[src/rtl/muldiv_sequencer.sv]
// Iterative RV32M multiply/divide unit: shift-add multiply, restoring divide, one bit per cycle.
// Optional MULDIV_FAST_MUL_EN makes the four multiply ops single-cycle; divide stays iterative.
module muldiv_sequencer #(
  parameter int unsigned DATA_WIDTH = 32,
  parameter int unsigned RD_WIDTH   = 5
) (
  input  logic                  clk,
  input  logic                  rstn,
  input  logic                  reqValid,
  input  logic [2:0]            reqOp,
  input  logic [DATA_WIDTH-1:0] reqRs1,
  input  logic [DATA_WIDTH-1:0] reqRs2,
  input  logic [RD_WIDTH-1:0]   reqRd,
  input  logic                  clear,
  output logic                  busy,
  output logic                  resultValid,
  output logic [DATA_WIDTH-1:0] resultData,
  output logic [RD_WIDTH-1:0]   resultRd
);

  localparam int unsigned W    = DATA_WIDTH;
  localparam int unsigned CntW = (W > 1) ? $clog2(W) : 1;

  typedef enum logic [1:0] {StIdle, StCalc, StDone} state_e;

  state_e              state_q, state_d;
  logic [CntW-1:0]     cnt_q, cnt_d;
  logic [2:0]          op_q, op_d;
  logic [RD_WIDTH-1:0] rd_q, rd_d;
  logic                neg_q, neg_d;
  logic [W-1:0]        b_q, b_d;
  logic [2*W-1:0]      acc_q, acc_d;
  logic [W-1:0]        res_data_q, res_data_d;
  logic [RD_WIDTH-1:0] res_rd_q, res_rd_d;

  logic           sgn1, sgn2, s1, s2, div_zero, div_ovf, div_ok;
  logic [W-1:0]   mag1, mag2;
  logic [W:0]     mul_sum, div_diff;
  logic [2*W-1:0] mul_next, div_next, step;

  // Negation is applied to the whole magnitude result so MULH* see the correct high half.
  function automatic logic [W-1:0] select_result(input logic [2*W-1:0] acc,
                                                 input logic [2:0] op, input logic neg);
    logic [2*W-1:0] p;
    logic [W-1:0]   q, r;
    p = neg ? -acc : acc;
    q = neg ? -acc[W-1:0] : acc[W-1:0];
    r = neg ? -acc[2*W-1:W] : acc[2*W-1:W];
    if (!op[2]) select_result = (op[1:0] == 2'b00) ? p[W-1:0] : p[2*W-1:W];
    else        select_result = op[1] ? r : q;
  endfunction

  assign sgn1     = !(reqOp == 3'd3 || reqOp == 3'd5 || reqOp == 3'd7);
  assign sgn2     = (reqOp == 3'd0 || reqOp == 3'd1 || reqOp == 3'd4 || reqOp == 3'd6);
  assign s1       = sgn1 & reqRs1[W-1];
  assign s2       = sgn2 & reqRs2[W-1];
  assign mag1     = s1 ? -reqRs1 : reqRs1;
  assign mag2     = s2 ? -reqRs2 : reqRs2;
  assign div_zero = reqOp[2] && (reqRs2 == {W{1'b0}});
  assign div_ovf  = (reqOp == 3'd4 || reqOp == 3'd6) && (reqRs1 == {1'b1, {(W-1){1'b0}}}) &&
                    (reqRs2 == {W{1'b1}});

  // Multiply: acc = {partial high, remaining multiplier}; divide: acc = {remainder, quotient}.
  assign mul_sum  = {1'b0, acc_q[2*W-1:W]} + {1'b0, (acc_q[0] ? b_q : {W{1'b0}})};
  assign mul_next = {mul_sum, acc_q[W-1:1]};
  assign div_diff = acc_q[2*W-1:W-1] - {1'b0, b_q};
  assign div_ok   = !div_diff[W];
  assign div_next = {(div_ok ? div_diff[W-1:0] : acc_q[2*W-2:W-1]), acc_q[W-2:0], div_ok};
  assign step     = op_q[2] ? div_next : mul_next;

`ifdef MULDIV_FAST_MUL_EN
  logic [2*W-1:0] fast_prod;
  assign fast_prod = {{W{1'b0}}, mag1} * {{W{1'b0}}, mag2};
`endif

  always_comb begin
    state_d    = state_q;
    cnt_d      = cnt_q;
    op_d       = op_q;
    rd_d       = rd_q;
    neg_d      = neg_q;
    b_d        = b_q;
    acc_d      = acc_q;
    res_data_d = res_data_q;
    res_rd_d   = res_rd_q;
    unique case (state_q)
      StIdle: begin
        if (reqValid && !clear) begin
          op_d    = reqOp;
          rd_d    = reqRd;
          neg_d   = (reqOp[2] && reqOp[1]) ? s1 : (s1 ^ s2);
          b_d     = mag2;
          acc_d   = {{W{1'b0}}, mag1};
          cnt_d   = '0;
          state_d = StCalc;
          if (div_zero) begin
            res_data_d = reqOp[1] ? reqRs1 : {W{1'b1}};
            res_rd_d   = reqRd;
            state_d    = StDone;
          end else if (div_ovf) begin
            res_data_d = reqOp[1] ? {W{1'b0}} : {1'b1, {(W-1){1'b0}}};
            res_rd_d   = reqRd;
            state_d    = StDone;
          end
`ifdef MULDIV_FAST_MUL_EN
          else if (!reqOp[2]) begin
            res_data_d = select_result(fast_prod, reqOp, s1 ^ s2);
            res_rd_d   = reqRd;
            state_d    = StDone;
          end
`endif
        end
      end
      StCalc: begin
        acc_d = step;
        cnt_d = cnt_q + CntW'(1);
        if (cnt_q == CntW'(W - 1)) begin
          res_data_d = select_result(step, op_q, neg_q);
          res_rd_d   = rd_q;
          state_d    = StDone;
        end
      end
      StDone:  state_d = StIdle;
      default: state_d = StIdle;
    endcase
    if (clear) begin
      state_d    = StIdle;
      res_data_d = res_data_q;
      res_rd_d   = res_rd_q;
    end
  end

  always_ff @(posedge clk) begin
    if (!rstn) begin
      state_q    <= StIdle;
      cnt_q      <= '0;
      op_q       <= '0;
      rd_q       <= '0;
      neg_q      <= 1'b0;
      b_q        <= '0;
      acc_q      <= '0;
      res_data_q <= '0;
      res_rd_q   <= '0;
    end else begin
      state_q    <= state_d;
      cnt_q      <= cnt_d;
      op_q       <= op_d;
      rd_q       <= rd_d;
      neg_q      <= neg_d;
      b_q        <= b_d;
      acc_q      <= acc_d;
      res_data_q <= res_data_d;
      res_rd_q   <= res_rd_d;
    end
  end

  assign busy        = rstn && ((state_q == StIdle && reqValid && !clear) || state_q == StCalc);
  assign resultValid = rstn && (state_q == StDone) && !clear;
  assign resultData  = res_data_q;
  assign resultRd    = res_rd_q;

endmodule

[config.mk]
export PLATFORM = sky130hd
export DESIGN_NAME = muldiv_sequencer
export DESIGN_NICKNAME = d
export VERILOG_FILES = /design/src/rtl/muldiv_sequencer.sv
export SDC_FILE = /design/constraint.sdc
export NUM_CORES = 1
export LEC_CHECK = 0
export ABC_AREA = 0
export ABC_CLOCK_PERIOD_IN_PS = 11400
export BUFFER_PORTS_ARGS = -buffer_cell sky130_fd_sc_hd__buf_2
export CAP_MARGIN = 20
export CELL_PAD_IN_SITES_DETAIL_PLACEMENT = 1
export CELL_PAD_IN_SITES_GLOBAL_PLACEMENT = 1
export CORE_MARGIN = 5
export CORE_UTILIZATION = 49
export DETAILED_ROUTE_END_ITERATION = 8
export HOLD_SLACK_MARGIN = 0.08
export PLACE_DENSITY = 0.89
export SYNTH_ARGS = -nofsm -noshare
export SYNTH_HDL_FRONTEND = slang
export SYNTH_SLANG_ARGS = --single-unit
[constraint.sdc]
create_clock -name clk -period 11.4 [get_ports clk]
set_input_delay 2.28 -clock clk [delete_from_list [all_inputs] [get_ports clk]]
set_output_delay 2.28 -clock clk [all_outputs]
set_load 0.02 [all_outputs]
==> impl_summary.md <==
Outcome
The run finished with clean final reports.

Global routing
The initial antenna violation count was 2. The overflow left after global routing is 0. For this run, the total global-route usage over all layers was measured as 0.3797. The largest net degree at the start of global routing is roughly 110.

The number of global-route vias before repair is about 19000. The first global-routing pass estimated between 100000 and 150000 µm of wire.

Floorplanning
The count of pins on the block boundary is around 120. The initial utilization of the core area, before any placement, comes to 0.4964. The die covers 35640 µm². From left edge to right edge, the die measures 188.8 µm. In this run the vertical extent of the chip is between 150 and 200 µm. The floorplan has between 60 and 70 rows. The total area inside the core boundary comes to ~32000 µm².

Critical path
The start point of the critical path is acc_q[31]. The worst register-to-register path has a setup slack of roughly 5.1 ns. In this design, the critical path's most frequently occurring cell is inv_1. Among cell families on the critical path, the largest total delay comes from simple AND/OR/NAND/NOR gates. Data on the critical path arrives at its endpoint at roughly 6.6 ns. The worst setup path is of the reg2reg kind. The required time of the critical path is roughly 12 ns. On the critical path, the stage with the largest delay is an instance of a21oi_1. The worst reg2reg path endpoint is resultData[29]. The number of buffers and inverters on the critical path is 3. The endpoint type of the worst setup path is a register.

Walking the worst path, the cells encountered are inv_1 > ha_1 > inv_1 > fa_1 > a211oi_1 > nor3_1 > o2111ai_1 > nand2_2 > a31o_1 > buf_4 > nor2_4 > mux2_1 > a21oi_1 > nand4_1 > or2_4 > or2_0 > a311oi_1 > o22ai_1. The capturing element of the worst setup path is resultData[29]. The startpoint identified for the worst register-to-register timing path is acc_q[31]. The number of cells on the worst reg-to-reg path is 18. The critical path depth is 18. The maximum fanout count along the critical path is 25. The sort of element at the start of the critical path is a register. The worst stage delay on the critical path is 0.80 ns.

Clock network
The count of hold-fix buffers inserted at cts is 0. After clock tree synthesis, the setup repair step added 0 buffers. The TritonCTS clock tree is done. The clock-pin slew on the worst setup and hold paths is about 0.07 ns.

No sink is reached through more buffers than the 2 on the longest clock path. The buffer cell driving the clock tree root is clkbuf_16. Once the clock tree was built, the resizer swapped 0 gates to a different size. The source-to-sink clock delay at the later pin of the worst-skew pair is between 0.4 and 0.5 ns. Clock tree synthesis inserted a total of 17 buffers. In this run the number of H-tree levels came out at 4. Clock tree synthesis found a total of roughly 150 sinks.

Yosys
The count of different cell masters after synthesis is 100. The register area share after synthesis is 0.1904. The simple logic cell fraction of the synthesized area is 0.2590. Yosys mapped a number of flops with a built-in enable equal to 0. By area, the combinational part of the netlist is dominated by compound AO/OA/AOI/OAI gates. The count of yosys warnings during synthesis is 0. The post-synthesis async set-or-reset flop share is 0. Synthesis produced about 2200 cells. The synthesized net count is approximately 2400. The synthesized flop and latch total is around 150. The area share of fa/ha/maj cells after synthesis is 0.05927. After synthesis, the share of cell area in mux cells is 0.03139. The synthesized area per cell is 7.052 µm². Among all flip-flop cells after synthesis, the most frequent one is dfxtp_1. The synthesized netlist occupies a cell area of 15660 µm². Of the total synthesized cell area, the portion taken by XOR and XNOR cells is 0.08668. The synthesized-area fraction occupied by ao, oa, aoi and oai cells came to 0.3149.

Power
Of the total power, combinational logic draws 0.322. The proportion of total power due to net switching is 0.3947. The share of total power dissipated in the clock network is 0.352. The analysis attributes to net switching a power of 693.5 µW. The worst-case IR drop observed on VDD is approximately 0.12 mV. The sequential fraction of design power is 0.325. Power spread over the standard cell area amounts to 103.9 nW/µm². In this run the static leakage power is approximately 6.5 nW. The internal power component is 1.064 mW.

Detailed routing
The first detailed-routing pass ran for 8 iterations. The wire length per cell after detailed routing is between 20 and 30 µm. After detailed routing, the number of remaining DRC violations is 0.

The number of DRC markers after the initial detailed-route iteration is 2047. The total number of vias is between 15000 and 20000. Dividing the detail-routed via count by the number of cells gives between 7 and 8. The number of antenna-violating nets in the routed design is 0.

After detailed routing, the total wire length is 70140 µm.

Finish
The net count of the finished layout is about 2400. Relative to the synthesized area, the layout overhead comes to 7.940%. Leaving out filler cells and counting taps, the final layout contains 2634. Of the cells placed in the final design, the portion with a size suffix greater than 1 is 0.1080. The top cell types in the final layout, fill and taps aside, are 262 x nor2_1, 211 x nand2_1, 172 x a21oi_1, 164 x o21ai_0, 147 x dfxtp_1. After filler insertion, the fill cell instance count of the layout stands at slightly above 4000. The most common library cell in the layout ignoring fill and taps is nor2_1.

STA
The headroom to the max-slew limit is 0.2665. The clock skew after layout is ~0.019 ns. Setup repair after global routing left no endpoint under its margin. The count of pins over their slew limit is 0. Dividing the final minimum period by the clock period gives 0.5537. The minimum period implied by the final worst setup slack is between 6 and 7 ns. At the pin with the least slew margin, the transition time is 1.085 ns. The sum of negative setup slack is 0 ns. For this run, the top clock speed supported by timing is 0.1584 GHz.

The final number of setup-violating endpoints is 0. The final count of hold timing violations is 0.

Placement
At the end of routability-driven placement, the weighted congestion stood at around 1. Detailed placement ended at an HPWL of a little over 50000 µm. The number of buffers inserted by port buffering is around 110. The post-placement cell count is approximately 2600.

Worst hold path
In this run the most critical hold path is launched from rd_q[4]. The path class of the tightest hold or removal check is reg2reg.

Job
Max-cap violations in this run came to 0.
-- sequential cells by signal, summed over array words and instances (netlist names) --
name,count
neg_q,1
rd_q,5
acc_q,64
resultData,32
state_q,2
resultRd,5
b_q,32
op_q,3
cnt_q,5
-- worst reg2reg max path: cells and delay by family, from the launching register on --
| family | cells | cell delay [ns] |
|---|---|---|
| DFF | 1 | 0.34 |
| and+or+nand+nor | 6 | 2.19 |
| muxes | 1 | 0.44 |
| adders and majority gates | 2 | 0.66 |
| buffers and inverters | 3 | 0.37 |
| AOI/OAI and AO/OA | 6 | 2.15 |
-- layout make-up --
cell class	instances	area (µm²)	area share
Inverter	64	242.7	0.01436
Multi-Input combinational cell	1846	11800	0.6980
Clock buffer	19	432.9	0.02561
Timing Repair Buffer	141	770.7	0.04559
Clock inverter	12	166.4	0.009843
Sequential cell	149	2988	0.1767
Antenna cell	1	2.502	0.0001480
Tap cell	402	503.0	0.02975
-- kinds of logic (layout without fill, tap and decap cells) --
kind of cell	Yosys count	in the layout
AOI/OAI and AO/OA	730	730
xor gates and xnor gates	155	155
adders and majority gates	73	73
other	0	1
buffers and inverters	226	236
and+or+nand+nor	840	840
muxes	48	48
DFF	149	149
-- cells in the mapped netlist (all sizes together) (44+ instances only) --
cell / count / area [µm²]
nor2: 264 / 998.5
nand2: 213 / 804.5
o21ai: 173 / 865.8
a21oi: 172 / 860.8
dfxtp: 149 / 2983
clkbuf: 118 / 442.9
xnor2: 94 / 823.3
ha: 71 / 888.4
nand3: 65 / 330.3
nor3: 64 / 330.3
inv: 63 / 236.5
a31oi: 61 / 387.9
xor2: 61 / 534.3
and2: 46 / 287.8
buf: 44 / 230.2
-- per-stage QoR --
| stage | util | hold slack (ns) | power (mW) | area [µm²] | worst slack, ns |
|---|---|---|---|---|---|
| after floorplan | - | 0.4366 | 0.9350 | 15660 | 5.569 |
| after global placement | 0.5165 | 0.4417 | 1.096 | 16300 | 5.323 |
| after detailed placement | 0.5165 | 0.4489 | 1.117 | 16300 | 5.273 |
| after CTS | 0.5355 | 0.4589 | 1.732 | 16900 | 5.265 |
| after global routing | 0.5358 | 0.4753 | 1.814 | 16910 | 4.764 |
| final | 0.5358 | 0.4578 | 1.757 | 16910 | 5.088 |
-- power groups by stage --
stage	combinational, mW	sequential [mW]	clock [mW]
after floorplan	0.370	0.565	0
after global placement	0.517	0.579	0
after detailed placement	0.537	0.580	0
after CTS	0.543	0.569	0.620
after global routing	0.597	0.572	0.645
final	0.567	0.572	0.619
-- how the worst min path moves through the flow --
| stage | endpoint | slack (ns) | cells past startpoint |
|---|---|---|---|
| 2_1_floorplan | rd_q[0] | 0.44 | 2 |
| 3_3_place_gp | rd_q[0] | 0.44 | 2 |
| 3_5_place_dp | rd_q[4] | 0.45 | 2 |
| 4_1_cts | rd_q[4] | 0.46 | 2 |
| 5_1_grt | rd_q[4] | 0.48 | 2 |
| 6_report | rd_q[4] | 0.46 | 2 |
-- metal layers --
layer,wire (µm),GRT usage,vias to the layer above,part of all wire
met5,0,0,-,0
met4,4136,0.2052,0,0.059
met2,31120,0.5975,1161,0.44
li1,-,-,8199,-
met1,28040,0.4850,9114,0.40
met3,6852,0.08392,283,0.098
Power figures use the tool's default switching activity.
